[src/rtl/mmio_uart_tx.sv]
// mmio_uart_tx: memory-mapped 8N1 UART transmitter on the ME-stage data bus.
// Stores to TXDATA queue bytes in a small circular FIFO; loads from STATUS poll it.
// A one-process FSM drains the FIFO onto TxD, LSB first, with a registered line output.
module mmio_uart_tx #(
    parameter logic [31:0] BASE_ADDR    = 32'h1001_0040,
    parameter int          CLKS_PER_BIT = 434,
    parameter int          FIFO_DEPTH   = 4
) (
    input  logic        clk,
    input  logic        reset,
    input  logic [31:0] Address,
    input  logic [31:0] WriteData,
    input  logic        MemWrite,
    input  logic        MemRead,
    output logic [31:0] ReadData,
    output logic        Hit,
    output logic        TxD,
    output logic        Busy
);

    // Pointer width; pointers wrap naturally because the depth is a power of two.
    localparam int AW = $clog2(FIFO_DEPTH);
    // Baud counter width; it only ever needs to reach CLKS_PER_BIT-1.
    localparam int CW = $clog2(CLKS_PER_BIT);

    localparam logic [CW-1:0] BAUD_LAST = CW'(CLKS_PER_BIT - 1);
    localparam logic [AW:0]   DEPTH_C   = (AW + 1)'(FIFO_DEPTH);
    localparam logic [29:0]   TX_WORD   = BASE_ADDR[31:2];
    localparam logic [29:0]   ST_WORD   = BASE_ADDR[31:2] + 30'd1;

    typedef enum logic [1:0] {
        S_IDLE  = 2'd0,
        S_START = 2'd1,
        S_DATA  = 2'd2,
        S_STOP  = 2'd3
    } state_t;

    // FIFO storage and bookkeeping
    logic [7:0]    r_mem [FIFO_DEPTH];
    logic [AW-1:0] r_wptr;
    logic [AW-1:0] r_rptr;
    logic [AW:0]   r_count;
    logic          r_ovf;

    // Transmitter state
    state_t        r_state;
    logic [CW-1:0] r_baud;
    logic [2:0]    r_bit;
    logic [7:0]    r_shift;
    logic          r_txd;

    // Decode and handshake wires
    logic          w_sel_tx;
    logic          w_sel_st;
    logic          w_full;
    logic          w_empty;
    logic          w_pop;
    logic          w_wr_tx;
    logic          w_push;
    logic          w_ovf_set;
    logic          w_ovf_clr;
    logic          w_baud_last;
    logic [4:0]    w_count_ext;
    logic [31:0]   w_status;
    logic          w_unused;

    // Word decode: byte offset within the word is don't-care.
    assign w_sel_tx = (Address[31:2] == TX_WORD);
    assign w_sel_st = (Address[31:2] == ST_WORD);
    assign Hit      = w_sel_tx | w_sel_st;

    assign w_full  = (r_count == DEPTH_C);
    assign w_empty = (r_count == '0);

    // The FSM takes the head only while idle, so a pop frees a slot in the same edge.
    assign w_pop     = (r_state == S_IDLE) && !w_empty;
    assign w_wr_tx   = MemWrite && w_sel_tx;
    assign w_push    = w_wr_tx && (!w_full || w_pop);
    assign w_ovf_set = w_wr_tx && !w_push;
    assign w_ovf_clr = MemWrite && w_sel_st && WriteData[3];

    assign w_baud_last = (r_baud == BAUD_LAST);

    // The count field is four bits wide; deeper FIFOs only report the low bits.
    assign w_count_ext = 5'(r_count);
    assign w_status    = {24'b0, w_count_ext[3:0], r_ovf, (r_state != S_IDLE), w_empty, w_full};

    assign TxD  = r_txd;
    assign Busy = (r_state != S_IDLE) || !w_empty;

    // Bits that are intentionally not looked at.
    assign w_unused = ^{Address[1:0], WriteData[31:8], w_count_ext[4]};

    // Combinational load path, same timing as a data-memory read.
    always_comb begin
        ReadData = 32'b0;
        if (MemRead && w_sel_st) begin
            ReadData = w_status;
        end
    end

    // FIFO payload; the pointers/count carry the emptied-on-reset state.
    always_ff @(posedge clk) begin
        if (w_push) begin
            r_mem[r_wptr] <= WriteData[7:0];
        end
    end

    // FIFO pointers, occupancy and the sticky overflow flag.
    always_ff @(posedge clk or negedge reset) begin
        if (!reset) begin
            r_wptr  <= '0;
            r_rptr  <= '0;
            r_count <= '0;
            r_ovf   <= 1'b0;
        end else begin
            if (w_push) begin
                r_wptr <= r_wptr + 1'b1;
            end
            if (w_pop) begin
                r_rptr <= r_rptr + 1'b1;
            end
            case ({w_push, w_pop})
                2'b10:   r_count <= r_count + 1'b1;
                2'b01:   r_count <= r_count - 1'b1;
                default: r_count <= r_count;
            endcase
            // A drop in the same cycle as a clear leaves the flag set.
            if (w_ovf_set) begin
                r_ovf <= 1'b1;
            end else if (w_ovf_clr) begin
                r_ovf <= 1'b0;
            end
        end
    end

    // Serial framing FSM: start bit, eight data bits LSB first, stop bit.
    always_ff @(posedge clk or negedge reset) begin
        if (!reset) begin
            r_state <= S_IDLE;
            r_baud  <= '0;
            r_bit   <= 3'd0;
            r_shift <= 8'd0;
            r_txd   <= 1'b1;
        end else begin
            case (r_state)
                S_IDLE: begin
                    r_txd  <= 1'b1;
                    r_baud <= '0;
                    r_bit  <= 3'd0;
                    if (w_pop) begin
                        r_shift <= r_mem[r_rptr];
                        r_state <= S_START;
                        r_txd   <= 1'b0;
                    end
                end
                S_START: begin
                    if (w_baud_last) begin
                        r_baud  <= '0;
                        r_state <= S_DATA;
                        r_txd   <= r_shift[0];
                    end else begin
                        r_baud <= r_baud + 1'b1;
                    end
                end
                S_DATA: begin
                    if (w_baud_last) begin
                        r_baud <= '0;
                        if (r_bit == 3'd7) begin
                            r_state <= S_STOP;
                            r_txd   <= 1'b1;
                        end else begin
                            // Next bit is shift[1] now, shift[0] after the shift lands.
                            r_bit   <= r_bit + 3'd1;
                            r_shift <= {1'b0, r_shift[7:1]};
                            r_txd   <= r_shift[1];
                        end
                    end else begin
                        r_baud <= r_baud + 1'b1;
                    end
                end
                S_STOP: begin
                    if (w_baud_last) begin
                        r_baud  <= '0;
                        r_state <= S_IDLE;
                        r_txd   <= 1'b1;
                    end else begin
                        r_baud <= r_baud + 1'b1;
                    end
                end
                default: begin
                    r_state <= S_IDLE;
                    r_txd   <= 1'b1;
                end
            endcase
        end
    end

endmodule

[config.mk]
export PLATFORM = sky130hd
export DESIGN_NAME = mmio_uart_tx
export DESIGN_NICKNAME = d
export VERILOG_FILES = /design/src/rtl/mmio_uart_tx.sv
export SDC_FILE = /design/constraint.sdc
export NUM_CORES = 1
export LEC_CHECK = 0
export CORE_MARGIN = 2
export CORE_UTILIZATION = 47
export CTS_CLUSTER_DIAMETER = 50
export DETAILED_ROUTE_END_ITERATION = 10
export GPL_TIMING_DRIVEN = 0
export PLACE_DENSITY = 0.87
export SYNTH_ARGS = -nofsm -noshare
export SYNTH_HDL_FRONTEND = slang
export SYNTH_SLANG_ARGS = --single-unit
[constraint.sdc]
create_clock -name clk -period 2.7 [get_ports clk]
set_input_delay 0.54 -clock clk [delete_from_list [all_inputs] [get_ports clk]]
set_output_delay 0.54 -clock clk [all_outputs]
set_load 0.005 [all_outputs]
==> metrics.txt <==
Main synth FF type edfxtp_1; CTS H-tree lvls 3; power per cell area around 470 nW/µm²; Worst Hold Slack 0.2504 ns; n_diodes 0; CTS max path bufs 2; Crit. End Element primary output; failing checks negative setup slack; Post-synth EDFFs 32; Leak between 1.5 and 2 nW; post-detail-place hpwl 4361 µm; CP Class in2out; CTS tree built; Syn-to-layout area delta 32.62%; initial antenna violation count 0; wire per inst around 15 µm; f_max approximately 350 MHz; CP startpoint kind input pin; Initial Util 48.18%; total wire length 6540 µm; FFs w/ async S/R, synth 49.21%; post-route ant nets 0; first-pass GRT wire length 9839 µm; die height 86.99 µm; layout cells sized above 1 between 30 and 40%; outcome complete, but fails checks; unique cell type count in the Yosys netlist between 40 and 50; core footprint 6719 µm²; fin crit period 2.826 ns; Worst-Skew Late Latency 0.33 ns; RePlAce Congestion 0.7733; Ports around 100; flops & latches, synth 63; Peak VDD IR ~0.38 mV; CTS clk-pin slew, worst paths ~0.070 ns; max-slew violation count 0; DR DRC count 0; Congestion Overflow GR 0; final worst slack -0.1257 ns; cell count after synthesis 247; Avg Inst Size Synth around 13 µm²; nets@finish 425; Slew headroom between 40% and 50%; routed vias 2,145; die area around 7600 µm²; RSZ-0062 raised after global routing yes; sequential cell area fraction in the yosys report 53.69%; Num CTS Buffers 9; Final Skew 0.008739 ns; vias in the first global route 2,056; number of max-cap violations 0; Tot GR Track Use between 10% and 20%; die width 86.99 µm; pre-CTS WS -0.9651 ns; clk root buf clkbuf_8; Cell Rows 30; DRT iter0 DRCs 78; Hold Path Class in2async; WP data arrival 2.29 ns; largest net degree at the start of global routing 32; Final setup viols 7; mapped cell area 3237 µm²; crit path max fanout 4; port bufs 51; commonest cells after routing, fill and taps aside buf_4, edfxtp_1, dfrtp_1, clkdlybuf4s50_1, conb_1; Worst Tran Pin Value 0.7672 ns; Worst Setup SP Address[23]; worst r2r src r_state[0]; fill cell count between 400 and 500; Worst Path Required 2.16 ns; crit share post-route 104.7%; Pre-Repair DR Iteration Count 4; Final Hold Violating Endpoints 0; Ys Warns 0; clock sinks 63; DR vias/cell 5.012
==> synth_stat cells, drive strengths merged (2+ instances only) <==
| cell type | count | area (µm²) |
|---|---|---|
| nor3 | 6 | 57.55 |
| nand2 | 6 | 22.52 |
| a22o | 2 | 17.52 |
| dfrtp | 30 | 750.7 |
| and4 | 2 | 17.52 |
| nor4b | 2 | 17.52 |
| nand2b | 2 | 12.51 |
| ha | 13 | 162.7 |
| xnor2 | 7 | 61.31 |
| and3 | 3 | 18.77 |
| or4 | 2 | 22.52 |
| edfxtp | 32 | 960.9 |
| nor4 | 3 | 18.77 |
| mux4 | 8 | 180.2 |
| o21ai | 5 | 25.02 |
| nor2 | 18 | 67.56 |
| nand3 | 3 | 15.01 |
| a21oi | 3 | 15.01 |
| xor2 | 6 | 52.55 |
| nor2b | 4 | 25.02 |
| and2 | 11 | 68.82 |
| buf | 27 | 196.4 |
| nand4 | 3 | 18.77 |
| inv | 8 | 30.03 |
| clkbuf | 4 | 15.01 |
| mux2 | 19 | 214.0 |
==> worst paths after layout <==
path / endpoint / slack (ns) / cells past startpoint
max in group asynchronous: r_count[2] / 2.00 / 1
min in group clk: r_shift[5] / 0.50 / 1
max: ReadData[0] / -0.13 / 8
min: r_rptr[1] / 0.25 / 1
max reg2reg: r_mem[0][7] / 0.35 / 7
min reg2reg: r_shift[5] / 0.50 / 1
==> cell families after synthesis <==
group / after synthesis / synth area share (%)
fa+ha+maj: 14 / 5.644
xor+xnor: 13 / 3.518
mux: 28 / 12.49
buf+inv: 39 / 7.460
simple gates: 72 / 13.65
other cells: 1 / 0.1159
flops: 63 / 53.69
compound gates: 17 / 3.441
==> metal layers <==
layer | GRT usage, % | share of wire [%] | routed length (µm) | up-vias
li1 | - | - | - | 1028
met3 | 5.213 | 3.6 | 235 | 7
met5 | 0 | 0 | 0 | -
met4 | 4.261 | 0.67 | 44 | 0
met1 | 19.26 | 38 | 2470 | 1067
met2 | 31.02 | 58 | 3790 | 43
==> layout make-up <==
type	instances	area, µm²	area share (%)
clock inverter	6	86.33	2.011
multi-input combinational	169	1409	32.82
clock buffer	10	127.6	2.973
tap	80	100.1	2.332
sequential	63	1738	40.48
buffer	31	211.5	4.926
timing repair buffer	61	590.6	13.76
inverter	8	30.03	0.6995
==> per-stage QoR <==
step / total power, mW / instances / instance area, µm² / utilization [%] / setup TNS [ns]
2_1_floorplan: 1.069 / 271 / 3331 / - / -0.2124
3_3_place_gp: 1.141 / 402 / 3941 / 58.66 / -23.66
3_5_place_dp: 1.144 / 402 / 3936 / 58.58 / -27.31
4_1_cts: 2.023 / 426 / 4212 / 62.68 / -0.9130
5_1_grt: 2.077 / 428 / 4293 / 63.89 / -1.762
6_report: 2.000 / 428 / 4293 / 63.89 / -0.6469
==> worst max-delay path, cell delays in order <==
cell    delay (ns)
buf_6         0.09
or4_4         0.53
or3_4         0.40
nor3_4        0.14
and3_4        0.22
buf_6         0.10
and3_4        0.17
buf_6         0.09
==> where the power goes <==
group | total, mW | leakage, nW | internal (mW) | switching (mW)
clock network | 0.871 | 0.106 | 0.518 | 0.353
registers | 1.01 | 0.712 | 1.01 | 0.00000138
logic | 0.118 | 1.12 | 0.0757 | 0.0423
==> repair_timing <==
item / in CTS / in global routing
buffers inserted: 8 / 2
endpoints found under the hold margin: 0 / 0
hold buffers: 0 / 0
cloned: 0 / 0
setup endpoints to repair: 42 / 41
pin swaps: 7 / 10
gates resized for setup: 60 / 17
==> registers in the layout, summed over array words and instances, names as in the netlist <==
name / flops
r_count: 3
r_mem: 32
r_ovf: 1
TxD: 1
r_rptr: 2
r_baud: 9
r_bit: 3
r_state: 2
r_shift: 8
r_wptr: 2
Power figures use the tool's default switching activity.
